<file path="src/rtl/my_mod.sv">
// my_mod: frame accumulator. Folds Y input beats into an accumulator using a
// per-beat opcode and emits one registered result per frame over valid/ready.
// Optional feature: define MY_MOD_PARITY_EN to add out_parity (= ^out_data).
module my_mod #(
    parameter int unsigned WIDTH = 9,
    parameter int unsigned X     = 1,
    parameter int unsigned Y     = 2
) (
    input  logic             clk,
    input  logic             rst_n,
    input  logic [WIDTH-1:0] foo,
    input  logic [1:0]       op,
    input  logic             in_valid,
    output logic             in_ready,
    output logic [WIDTH-1:0] out_data,
    output logic             out_ovf,
    output logic             out_valid,
    input  logic             out_ready
`ifdef MY_MOD_PARITY_EN
    ,
    output logic             out_parity
`endif
);

    localparam int unsigned CW = (Y > 1) ? $clog2(Y) : 1;

    logic [WIDTH-1:0] acc;
    logic [CW-1:0]    cnt;
    logic             ovf;

    logic [WIDTH-1:0] sra_c;
    logic [WIDTH-1:0] addend_c;
    logic [WIDTH:0]   sum_c;
    logic [WIDTH-1:0] acc_nxt_c;
    logic             carry_c;
    logic             accept_c;
    logic             last_c;

    // A new beat can enter whenever the output slot is empty or being drained.
    assign in_ready = !out_valid || out_ready;
    assign accept_c = in_valid && in_ready;
    assign last_c   = (cnt == CW'(Y - 1));

    // Next accumulator value and carry for the beat currently presented.
    always_comb begin
        sra_c     = WIDTH'($signed(foo) >>> X);
        addend_c  = (op == 2'b11) ? sra_c : foo;
        sum_c     = {1'b0, acc} + {1'b0, addend_c};
        acc_nxt_c = acc;
        carry_c   = 1'b0;
        case (op)
            2'b00, 2'b11: begin
                acc_nxt_c = sum_c[WIDTH-1:0];
                carry_c   = sum_c[WIDTH];
            end
            2'b01:   acc_nxt_c = acc ^ foo;
            default: acc_nxt_c = acc | (foo << X);
        endcase
    end

    // Frame accumulation and beat counting; cleared on the frame's last beat.
    always_ff @(posedge clk or negedge rst_n) begin
        if (!rst_n) begin
            acc <= '0;
            cnt <= '0;
            ovf <= 1'b0;
        end else if (accept_c) begin
            if (last_c) begin
                acc <= '0;
                cnt <= '0;
                ovf <= 1'b0;
            end else begin
                acc <= acc_nxt_c;
                cnt <= CW'(cnt + CW'(1));
                ovf <= ovf | carry_c;
            end
        end
    end

    // Result slot: loaded on frame end, held until the consumer takes it.
    always_ff @(posedge clk or negedge rst_n) begin
        if (!rst_n) begin
            out_valid <= 1'b0;
            out_data  <= '0;
            out_ovf   <= 1'b0;
        end else begin
            if (out_valid && out_ready) begin
                out_valid <= 1'b0;
            end
            if (accept_c && last_c) begin
                out_valid <= 1'b1;
                out_data  <= acc_nxt_c;
                out_ovf   <= ovf | carry_c;
            end
        end
    end

`ifdef MY_MOD_PARITY_EN
    // Parity travels with out_data under the same load/hold rules.
    always_ff @(posedge clk or negedge rst_n) begin
        if (!rst_n) begin
            out_parity <= 1'b0;
        end else if (accept_c && last_c) begin
            out_parity <= ^acc_nxt_c;
        end
    end
`endif

endmodule

</file>
<file path="config.mk">
export PLATFORM = sky130hd
export DESIGN_NAME = my_mod
export DESIGN_NICKNAME = d
export VERILOG_FILES = /design/src/rtl/my_mod.sv
export SDC_FILE = /design/constraint.sdc
export NUM_CORES = 1
export LEC_CHECK = 0
export CAP_MARGIN = 30
export CORE_MARGIN = 1.5
export CORE_UTILIZATION = 53
export DETAILED_ROUTE_END_ITERATION = 8
export GPL_ROUTABILITY_DRIVEN = 1
export PLACE_DENSITY = 0.79
export SYNTH_ARGS = -nofsm -noshare
export SYNTH_HDL_FRONTEND = slang
export SYNTH_SLANG_ARGS = --single-unit
</file>
<file path="constraint.sdc">
create_clock -name clk -period 5.75 [get_ports clk]
set_input_delay 1.4375 -clock clk [delete_from_list [all_inputs] [get_ports clk]]
set_output_delay 1.4375 -clock clk [all_outputs]
set_load 0.02 [all_outputs]
</file>
==> load_flow_metrics.sql <==
INSERT INTO impl_metrics (metric_group, metric, value, unit) VALUES
('sta', 'maxSlewHeadroom', '38.6', '%'),
('sta', 'unrepaired_setup_endpoints_after_global_routing', 'no', ''),
('drt', 'vias', '1538', ''),
('drt', 'drt_pass1_iterations', '4', ''),
('synthesis', 'synthesis.instances', '190', ''),
('sta', 'min_period_over_period', '72.3', '%'),
('setup_path', 'cp_slowest_stage_delay', '0.53', 'ns'),
('setup_path', 'critical_path_peak_fanout', '10', ''),
('sta', 'hold_viol', '0', ''),
('clocking', 'ctsLongestPathBuffers', '2', ''),
('synthesis', 'synth-seq-cells', '22', ''),
('finish', 'n_antenna_cell', '0', ''),
('grt', 'grt_pass1_vias', '1464', ''),
('setup_path', 'crit-reg2reg-launch', 'acc[0]$_DFFE_PN0P_', ''),
('sta', 'worst_clock_skew', '0.00116', 'ns'),
('synthesis', 'synth_area', '1640', 'um2'),
('clocking', 'clock-root-buffer', 'sky130_fd_sc_hd__clkbuf_4', ''),
('placed_design', 'io_buffer_count', '26', ''),
('synthesis', 'synth.yosys.seq_area_share', '33.5', '%'),
('power_and_ir_drop', 'power_per_cell_area', '468', 'nW/um2'),
('setup_path', 'cp_slowest_cell', 'sky130_fd_sc_hd__clkdlybuf4s50_1', ''),
('drt', 'number_of_design_rule_violations_left_by_the_first_detailed_router_iteration', '121', ''),
('clocking', 'number_of_buffers_inserted_to_repair_setup_after_cts', '0', ''),
('sta', 'period_needed', '4.15', 'ns'),
('clocking', 'clock-sinks', '22', ''),
('grt', 'number_of_antenna_violations_at_the_first_check_in_global_routing', '0', ''),
('clocking', 'numCtsBuffers', '3', ''),
('setup_path', 'crit_path_cell_trace', 'clkdlybuf4s50_1, ha_1, mux2_2, fa_1, a21o_1, a221oi_2, mux2_1, o21ai_1, mux2_4', ''),
('floorplan', 'initial_core_util', '54.7', '%'),
('setup_path', 'startpoint_type_of_the_worst_setup_path', 'input pin', ''),
('synthesis', 'warnings_synthesis', '0', ''),
('sta', 'tightest_slew', '0.918', 'ns'),
('placed_design', 'post-dp-hpwl', '3230', 'um'),
('drt', 'routedWlPerCell', '16.4', 'um'),
('clocking', 'ctsHoldBuffers', '0', ''),
('setup_path', 'worstPathArrival', '4.41', 'ns'),
('sta', 'achievable-frequency', '241', 'MHz'),
('synthesis', 'synth_flop_cell', 'sky130_fd_sc_hd__dfrtp_1', ''),
('power_and_ir_drop', 'cellLeakagePower', '0.852', 'nW'),
('clocking', 'clk_pin_slew', '0.11', 'ns'),
('finish', 'final_cells', '246', ''),
('floorplan', 'design.die.area', '3440', 'um2'),
('floorplan', 'pin_count', '27', ''),
('placed_design', 'globalplace.congestion', '0.861', ''),
('clocking', 'clk-insertion-delay-late', '0.30', 'ns'),
('sta', 'final-setup-viol-count', '0', ''),
('synthesis', 'synthDistinctLibCells', '40', ''),
('drt', 'drc', '0', ''),
('power_and_ir_drop', 'worst_ir_drop_vdd', '263', 'uV'),
('synthesis', 'syn-num-nets', '218', ''),
('floorplan', 'core_region_area', '3000', 'um2'),
('drt', 'drt.antenna.violating_nets', '0', ''),
('synthesis', 'syn_area_per_cell', '8.64', 'um2'),
('setup_path', 'worst-r2r-cell-count', '7', ''),
('setup_path', 'required_arrival_time_at_the_worst_endpoint', '6.00', 'ns'),
('floorplan', 'die_outline_width', '58.7', 'um'),
('min_path', 'hold-path-cell-count', '2', ''),
('grt', 'globalRouteTotalUtil', '25.8', '%'),
('min_path', 'hold_path_class', 'reg -> reg', ''),
('floorplan', 'die_h', '58.7', 'um'),
('setup_path', 'regToRegSetupSlack', '3.43', 'ns'),
('sta', 'finalMaxSlewViolations', '0', ''),
('clocking', 'clock_tree_from_tritoncts', 'done', ''),
('drt', 'avgViaCountPerCell', '6.25', ''),
('finish', 'layout.nets', '242', ''),
('min_path', 'holdPathEnd', 'out_ovf$_DFFE_PN0P_', ''),
('status', 'outcome', 'finished, final reports clean', ''),
('drt', 'drt-total-wl', '4030', 'um'),
('sta', 'final.setup.tns', '0', 'ns'),
('min_path', 'holdCritStartpoint', 'out_ovf$_DFFE_PN0P_', ''),
('grt', 'grt_pass1_wl', '6820', 'um');
-- final cells by class --
class                           count  area, um2
Clock buffer                        4       36.3
Sequential cell                    22        551
Timing Repair Buffer               26        260
Fill cell                         260       1050
Multi-Input combinational cell    152       1030
Inverter                            9       33.8
Tap cell                           33       41.3
-- layout by cell type, fill, tap and decap left out, types with 4 or more instances in the layout --
master / count
sky130_fd_sc_hd__a211oi_1: 4
sky130_fd_sc_hd__a21oi_1: 18
sky130_fd_sc_hd__a31oi_1: 4
sky130_fd_sc_hd__clkdlybuf4s50_1: 26
sky130_fd_sc_hd__dfrtp_1: 22
sky130_fd_sc_hd__ha_1: 12
sky130_fd_sc_hd__inv_1: 7
sky130_fd_sc_hd__mux2_2: 9
sky130_fd_sc_hd__nand2_1: 24
sky130_fd_sc_hd__nor2_1: 13
sky130_fd_sc_hd__o21ai_0: 16
sky130_fd_sc_hd__o31ai_1: 7
-- state kept, by name, summed over array words and instances, names as in the netlist --
signal,count
acc,9
out_data,9
cnt,1
out_ovf,1
out_valid,1
ovf,1
-- layer usage --
layer | wire (um) | GRT usage [%]
met4 | 42 | 8.44
met1 | 1870 | 36.4
met3 | 229 | 2.64
met5 | 0 | 0
met2 | 1890 | 42.1
-- Yosys cell counts (2+ instances only) --
cell type | n | area, um2
sky130_fd_sc_hd__o21ai_0 | 16 | 80.1
sky130_fd_sc_hd__o21ai_1 | 3 | 15.0
sky130_fd_sc_hd__o31ai_1 | 7 | 52.6
sky130_fd_sc_hd__inv_1 | 7 | 26.3
sky130_fd_sc_hd__a21o_1 | 3 | 22.5
sky130_fd_sc_hd__o21a_1 | 2 | 15.0
sky130_fd_sc_hd__nor3_1 | 2 | 10.0
sky130_fd_sc_hd__xnor2_1 | 3 | 26.3
sky130_fd_sc_hd__nor2_1 | 13 | 48.8
sky130_fd_sc_hd__buf_2 | 4 | 20.0
sky130_fd_sc_hd__ha_1 | 12 | 150
sky130_fd_sc_hd__a211oi_1 | 4 | 30.0
sky130_fd_sc_hd__nor2b_1 | 2 | 12.5
sky130_fd_sc_hd__nand2b_1 | 2 | 12.5
sky130_fd_sc_hd__a22o_1 | 3 | 26.3
sky130_fd_sc_hd__nand3_1 | 3 | 15.0
sky130_fd_sc_hd__a21oi_1 | 18 | 90.1
sky130_fd_sc_hd__mux2_2 | 9 | 101
sky130_fd_sc_hd__clkbuf_1 | 3 | 11.3
sky130_fd_sc_hd__xor2_1 | 3 | 26.3
sky130_fd_sc_hd__dfrtp_1 | 22 | 551
sky130_fd_sc_hd__inv_2 | 2 | 7.51
sky130_fd_sc_hd__a31oi_1 | 4 | 25.0
sky130_fd_sc_hd__nor3b_1 | 2 | 15.0
sky130_fd_sc_hd__o211ai_1 | 2 | 15.0
sky130_fd_sc_hd__o22ai_1 | 2 | 12.5
sky130_fd_sc_hd__nand2_1 | 24 | 90.1
-- kinds of logic (layout without fill, tap and decap cells) --
kind of cell / Yosys count / after routing / synth area share [%]
AOI/OAI and AO/OA: 69 / 69 / 26.4
xor gates and xnor gates: 6 / 6 / 3.20
adders and majority gates: 13 / 13 / 10.4
buffers and inverters: 16 / 39 / 3.96
DFF: 22 / 22 / 33.5
muxes: 12 / 12 / 8.38
and+or+nand+nor: 52 / 52 / 14.2
-- power breakdown --
group / internal [mW] / switching (mW) / leakage [nW]
registers: 0.223 / 0.0696 / 0.278
clock network: 0.0387 / 0.0441 / 0.0210
logic: 0.244 / 0.292 / 0.552
total: 0.506 / 0.406 / 0.852
-- worst max-delay path: cells and delay by family --
family                   cells  cell delay, ns
adder cells (fa/ha/maj)      2            0.85
multiplexers                 3            0.93
AO/OA/AOI/OAI                3            0.66
buffers and inverters        1            0.53
-- through the flow --
stage	worst slack [ns]	util [%]	cell area (um2)
global route	1.50	64.9	1950
detailed placement	1.29	63.7	1910
floorplan	1.99	-	1640
global placement	1.40	63.7	1910
CTS	1.60	64.9	1950
finish	1.60	64.9	1950
-- how the worst max path moves through the flow --
stage,start,endpoint
finish,op[0],out_data[8]$_DFFE_PN0P_
global route,op[0],out_data[8]$_DFFE_PN0P_
CTS,op[0],out_data[8]$_DFFE_PN0P_
detailed placement,op[0],out_data[8]$_DFFE_PN0P_
global placement,op[0],out_data[8]$_DFFE_PN0P_
floorplan,op[0],out_data[8]$_DFFE_PN0P_
Note: power is estimated with default switching activity, not from simulation.
==> edit 1, RTL diff (same flow settings) <==
`Y`: 2 -> 4.
--- a/src/rtl/my_mod.sv
+++ b/src/rtl/my_mod.sv
@@ -4,7 +4,7 @@
 module my_mod #(
     parameter int unsigned WIDTH = 9,
     parameter int unsigned X     = 1,
-    parameter int unsigned Y     = 2
+    parameter int unsigned Y     = 4
 ) (
     input  logic             clk,
     input  logic             rst_n,
Check against the original RTL: not equivalent (a bounded check fails within 4 cycles, from zero or initial values and one cycle with rst_n low).
==> edit 1 against the unedited design <==
  * Sequential cell count is 1 higher
  * Global-route usage is 2.0 points lower
  * Fmax is 1.3% higher
  * Cell area is 7.6% higher
  * First-iteration DRC count is 50% lower
  * Via count is 1.2% higher
  * Hold slack better by 0.0027 ns
  * Area after synthesis is 8.2% higher
  * Sequential share of layout area is 0.80 points lower
  * Wire length hardly changed
  * Worst setup slack better by 0.055 ns
  * Critical path depth is 6 lower
  * Power is 5.2% higher
  * Largest cell class unchanged
  * Largest power group unchanged
==> edit 1: results (changes against the unedited design) <==
outcome complete, no violations; Iter 0 DRT Violations 61 (-50%); first-pass GRT wire length 6.63 mm (-2.8%); Max H-tree Level 1 (unchanged); Worst Skew 0.00219 ns (+0.00103 ns); met3 usage 4.90% (+2.3 points); met3 WL 185 µm (-19%); Slew HR 47.4% (+8.8 points); hpwl dp 3.11 mm (-3.8%); CP max stage cell clkdlybuf4s50_1; GPL Wtd Cong 0.928 (+7.8%); largest cells by area after synthesis dfrtp_1, ha_1, mux2_2; drt first pass iters 4 (unchanged); Fillers 256 (-1.5%); clock latency at the later pin of the worst-skew pair 0.30 ns (about the same); syn nets 229 (+5.0%); # port buffers 26 (unchanged); grt met1 use 32.2% (-4.2 points); Netlist cell types 50 (+25%); clock transition at the registers of the reported paths 0.11 ns (about the same); Cells after Synth 199 (+4.7%); worst vdd ir 0.249 mV (-5.5%); GR Layer Usage met2 39.5% (-2.6 points); pre-CTS WS 1.38 ns (+0.0952 ns); largest net degree at the start of global routing 23 (unchanged); ANT cells 0 (unchanged); Sw Share 43.5% (-1.0 points); adder-cell share of the synthesized area 11.0% (+0.63 points); vias in the first global route 1464 (unchanged); DR WL met2 2.01 mm (+6.7%); XOR/XNOR Fraction of Synth Area 1.48% (-1.7 points); Placed Area 2070 µm² (+8.2%); Compound-Gate Fraction of Synth Area 26.7% (+0.34 points); CTS Buf Count 3 (unchanged); GRT Total Usage 23.9% (-2.0 points); Post-synth top cells dfrtp_1, nand2_1, nor2_1, a21oi_1, ha_1; Layout Nets 252 (+4.1%); ys flop type dfrtp_1; PD cells 458 nW/µm² (-2.3%); Root Driver clkbuf_4; Metal-1 WL 1.79 mm (-4.5%); layout cell share with drive strength beyond 1 10.4% (+2.4 points); Largest regs acc (9), out_data (9), cnt (2); post-synthesis mux area share 9.65% (+1.3 points); P_leak 0.945 nW (+11%); drt total wl 4.03 mm (about the same); part of the Yosys area used for sequential elements 32.4% (-1.1 points); Final min period 4.10 ns (-0.0552 ns); Worst path max stage delay 0.63 ns (+0.10 ns); post-synth top area share 32.4% (-1.1 points); worst-path maximum fanout 4 (-6); Yosys warnings 0 (unchanged); register-to-register setup slack 3.59 ns (+0.16 ns); worst hold slack 0.496 ns (+0.00271 ns); Cells after DPL 261 (+7.9%); routed vias 1557 (+1.2%); crit path DAT 2.66 ns (-1.75 ns); EDFF count, synth 0 (unchanged); wire per inst 15.2 µm (-7.1%)
edit 1: changes by cell type in the layout (fill, tap and decap cells not counted), moves of 3 or more:
| cell | delta |
|---|---|
| a21oi_1 | -4 |
| inv_1 | +4 |
| nand2_1 | -6 |
| o21ai_1 | -3 |
| nor2b_1 | +3 |
| a22o_1 | +3 |
| o21ai_0 | -6 |
| mux2_2 | +4 |
| nor2_1 | +3 |
edit 1: logic make-up after synthesis:
| kind of cell | Yosys count |
|---|---|
| buffers and inverters | 20 |
| adder cells (fa/ha/maj) | 15 |
| AND/OR/NAND/NOR | 55 |
| XOR/XNOR | 3 |
| AO/OA/AOI/OAI | 68 |
| multiplexers | 15 |
| flip-flops | 23 |
edit 1: worst paths after layout:
check                          start     endpoint  cells after the start
min in group asynchronous      rst_n  out_data[7]                      1
min                           cnt[1]       cnt[1]                      2
max                        out_ready     in_ready                      3
max in group asynchronous      rst_n       acc[3]                      2
min reg2reg                   cnt[1]       cnt[1]                      2
max reg2reg                   acc[0]  out_data[6]                      8
edit 1: power by group through the flow:
stage | sequential (mW) | clock [mW] | combinational [mW]
global placement | 0.308 | 0 | 0.562
finish | 0.307 | 0.0718 | 0.580
detailed placement | 0.310 | 0 | 0.576
floorplan | 0.336 | 0 | 0.367
CTS | 0.307 | 0.0742 | 0.578
global route | 0.315 | 0.0802 | 0.641
edit 1: critical path, delay by kind of cell:
family | cells | cell delay, ns
and+or+nand+nor | 1 | 0.15
buffers and inverters | 2 | 1.07
edit 1: area by class of cell:
class | instances | area, µm² | area share, %
inverters | 11 | 41.3 | 1.97
multi-input cells | 156 | 1120 | 53.6
flip-flops and latches | 23 | 576 | 27.5
well taps | 44 | 55.1 | 2.63
repair buffers | 27 | 275 | 13.1
clock buffers | 4 | 26.3 | 1.25
==> edit 2, RTL diff (same flow settings) <==
Without the edit above. Register the output `out_ovf` once more; this adds one clock of latency there. The other outputs are not delayed to match.
--- a/src/rtl/my_mod.sv
+++ b/src/rtl/my_mod.sv
@@ -23,6 +23,8 @@
 );
 
     localparam int unsigned CW = (Y > 1) ? $clog2(Y) : 1;
+
+    logic out_ovf_s0;
 
     logic [WIDTH-1:0] acc;
     logic [CW-1:0]    cnt;
@@ -82,7 +84,7 @@
         if (!rst_n) begin
             out_valid <= 1'b0;
             out_data  <= '0;
-            out_ovf   <= 1'b0;
+            out_ovf_s0 <= 1'b0;
         end else begin
             if (out_valid && out_ready) begin
                 out_valid <= 1'b0;
@@ -90,7 +92,7 @@
             if (accept_c && last_c) begin
                 out_valid <= 1'b1;
                 out_data  <= acc_nxt_c;
-                out_ovf   <= ovf | carry_c;
+                out_ovf_s0 <= ovf | carry_c;
             end
         end
     end
@@ -106,5 +108,9 @@
     end
 `endif
 
+    always_ff @(posedge clk) begin
+        out_ovf <= out_ovf_s0;
+    end
+
 endmodule
 
Function: changed (a bounded check fails within 4 cycles, from zero or initial values and one cycle with rst_n low).
==> edit 2 against the unedited design <==
  * Area after synthesis rose by 1.2%
  * Non-clock buffer count unchanged
  * Wire length is 0.87% lower
  * Die area is 1.1% higher
  * Sequential share of layout area up 0.88 points
  * Cell area up 0.51%
  * Worst setup slack improved by 0.043 ns
  * Synthesized cell count up 0.53%
  * Power shrank 0.36%
  * Sequential cell count grew 1
  * Hold slack worse by 0.11 ns
==> edit 2: results (changes against the unedited design) <==
outcome complete, no violations; Tightest Hold Check Type register to register; fraction of area in multi-input gates 52.4% (-0.27 points); GR Layer Usage met2 40.3% (-1.7 points); Worst Skew 0.00608 ns (+0.00492 ns); buffering overhead 13.3% (-0.068 points); met3 WL 217 µm (-5.2%); grt met1 use 35.9% (-0.49 points); met3 usage 2.18% (-0.45 points); vias in the first global route 1490 (+1.8%); Netlist cell types 41 (+2.5%); Reg area 571 µm² (+3.6%); Worst Tran Pin Value 0.932 ns (+0.0141 ns); crit path DAT 4.37 ns (-0.04 ns); ANT cells 0 (unchanged); hold_sp out_ovf_s0; # Post-CTS Setup Buffers 0 (unchanged); Clock-cell share 1.34% (-0.52 points); largest net degree at the start of global routing 23 (unchanged); part of the Yosys area used for sequential elements 34.3% (+0.80 points); Vias/cell 6.16 (-1.5%); CP delay by family, top multiplexers; async set-reset flop share out of synthesis 95.7% (-4.3 points); CP max stage cell clkdlybuf4s50_1; Cells after DPL 243 (+0.41%); initial antenna violation count 0 (unchanged); Post-synth top cells nand2_1, dfrtp_1, a21oi_1, o21ai_0, nor2_1; drt total wl 3.99 mm (-0.87%); Placed Area 1930 µm² (+1.0%); Synth Register Bits 23 (+4.5%); Hold Crit Depth 0 (-2); GRT Total Usage 25.6% (-0.26 points); Metal-1 WL 1.89 mm (+0.86%); worst vdd ir 0.354 mV (+35%); largest cells by area after synthesis dfrtp_1, ha_1, mux2_2; number of non-clock inverters in the layout 9 (unchanged); number of clock buffers in the layout 4 (unchanged); syn nets 219 (+0.46%); Worst path max stage delay 0.52 ns; Root Driver clkbuf_4; Setup crit start op[1]; GPL Wtd Cong 0.869 (+0.84%); wire per inst 16.2 µm (-1.3%); hpwl dp 3.09 mm (-4.3%); DR WL met2 1.83 mm (-2.9%); P_leak 0.854 nW (+0.26%); Iter 0 DRT Violations 123 (+1.7%); register-to-register setup slack 3.46 ns (+0.03 ns); layout cell share with drive strength beyond 1 7.48% (-0.50 points); WHS Endpoint out_ovf; Cells after Synth 191 (+0.53%); Fillers 250 (-3.8%); first-pass GRT wire length 6.76 mm (-0.91%); PD cells 464 nW/µm² (-0.87%)
edit 2: per-stage QoR:
step                      utilization [%]  power (mW)  worst slack [ns]  hold WS, ns
after floorplan                         -       0.657              1.99        0.347
after global placement               64.3       0.817              1.40        0.353
after detailed placement             64.3       0.831              1.32        0.363
after CTS                            65.2       0.907              1.64        0.391
after global routing                 65.2       0.988              1.53        0.401
final                                65.2       0.909              1.64        0.389
edit 2: power by group:
part           internal [mW]  switching [mW]  leakage, nW
sequential             0.233          0.0683        0.287
clock                 0.0271          0.0438       0.0150
combinational          0.244           0.292        0.552
total                  0.504           0.404        0.854
edit 2: kinds of logic (layout without fill, tap and decap cells):
family,after synthesis,in the layout,share of synthesized area (%)
buffers and inverters,16,39,3.92
muxes,12,12,8.28
AOI/OAI and AO/OA,69,69,26.1
DFF,23,23,34.3
xor gates and xnor gates,6,6,3.16
and+or+nand+nor,52,52,14.0
adders and majority gates,13,13,10.2
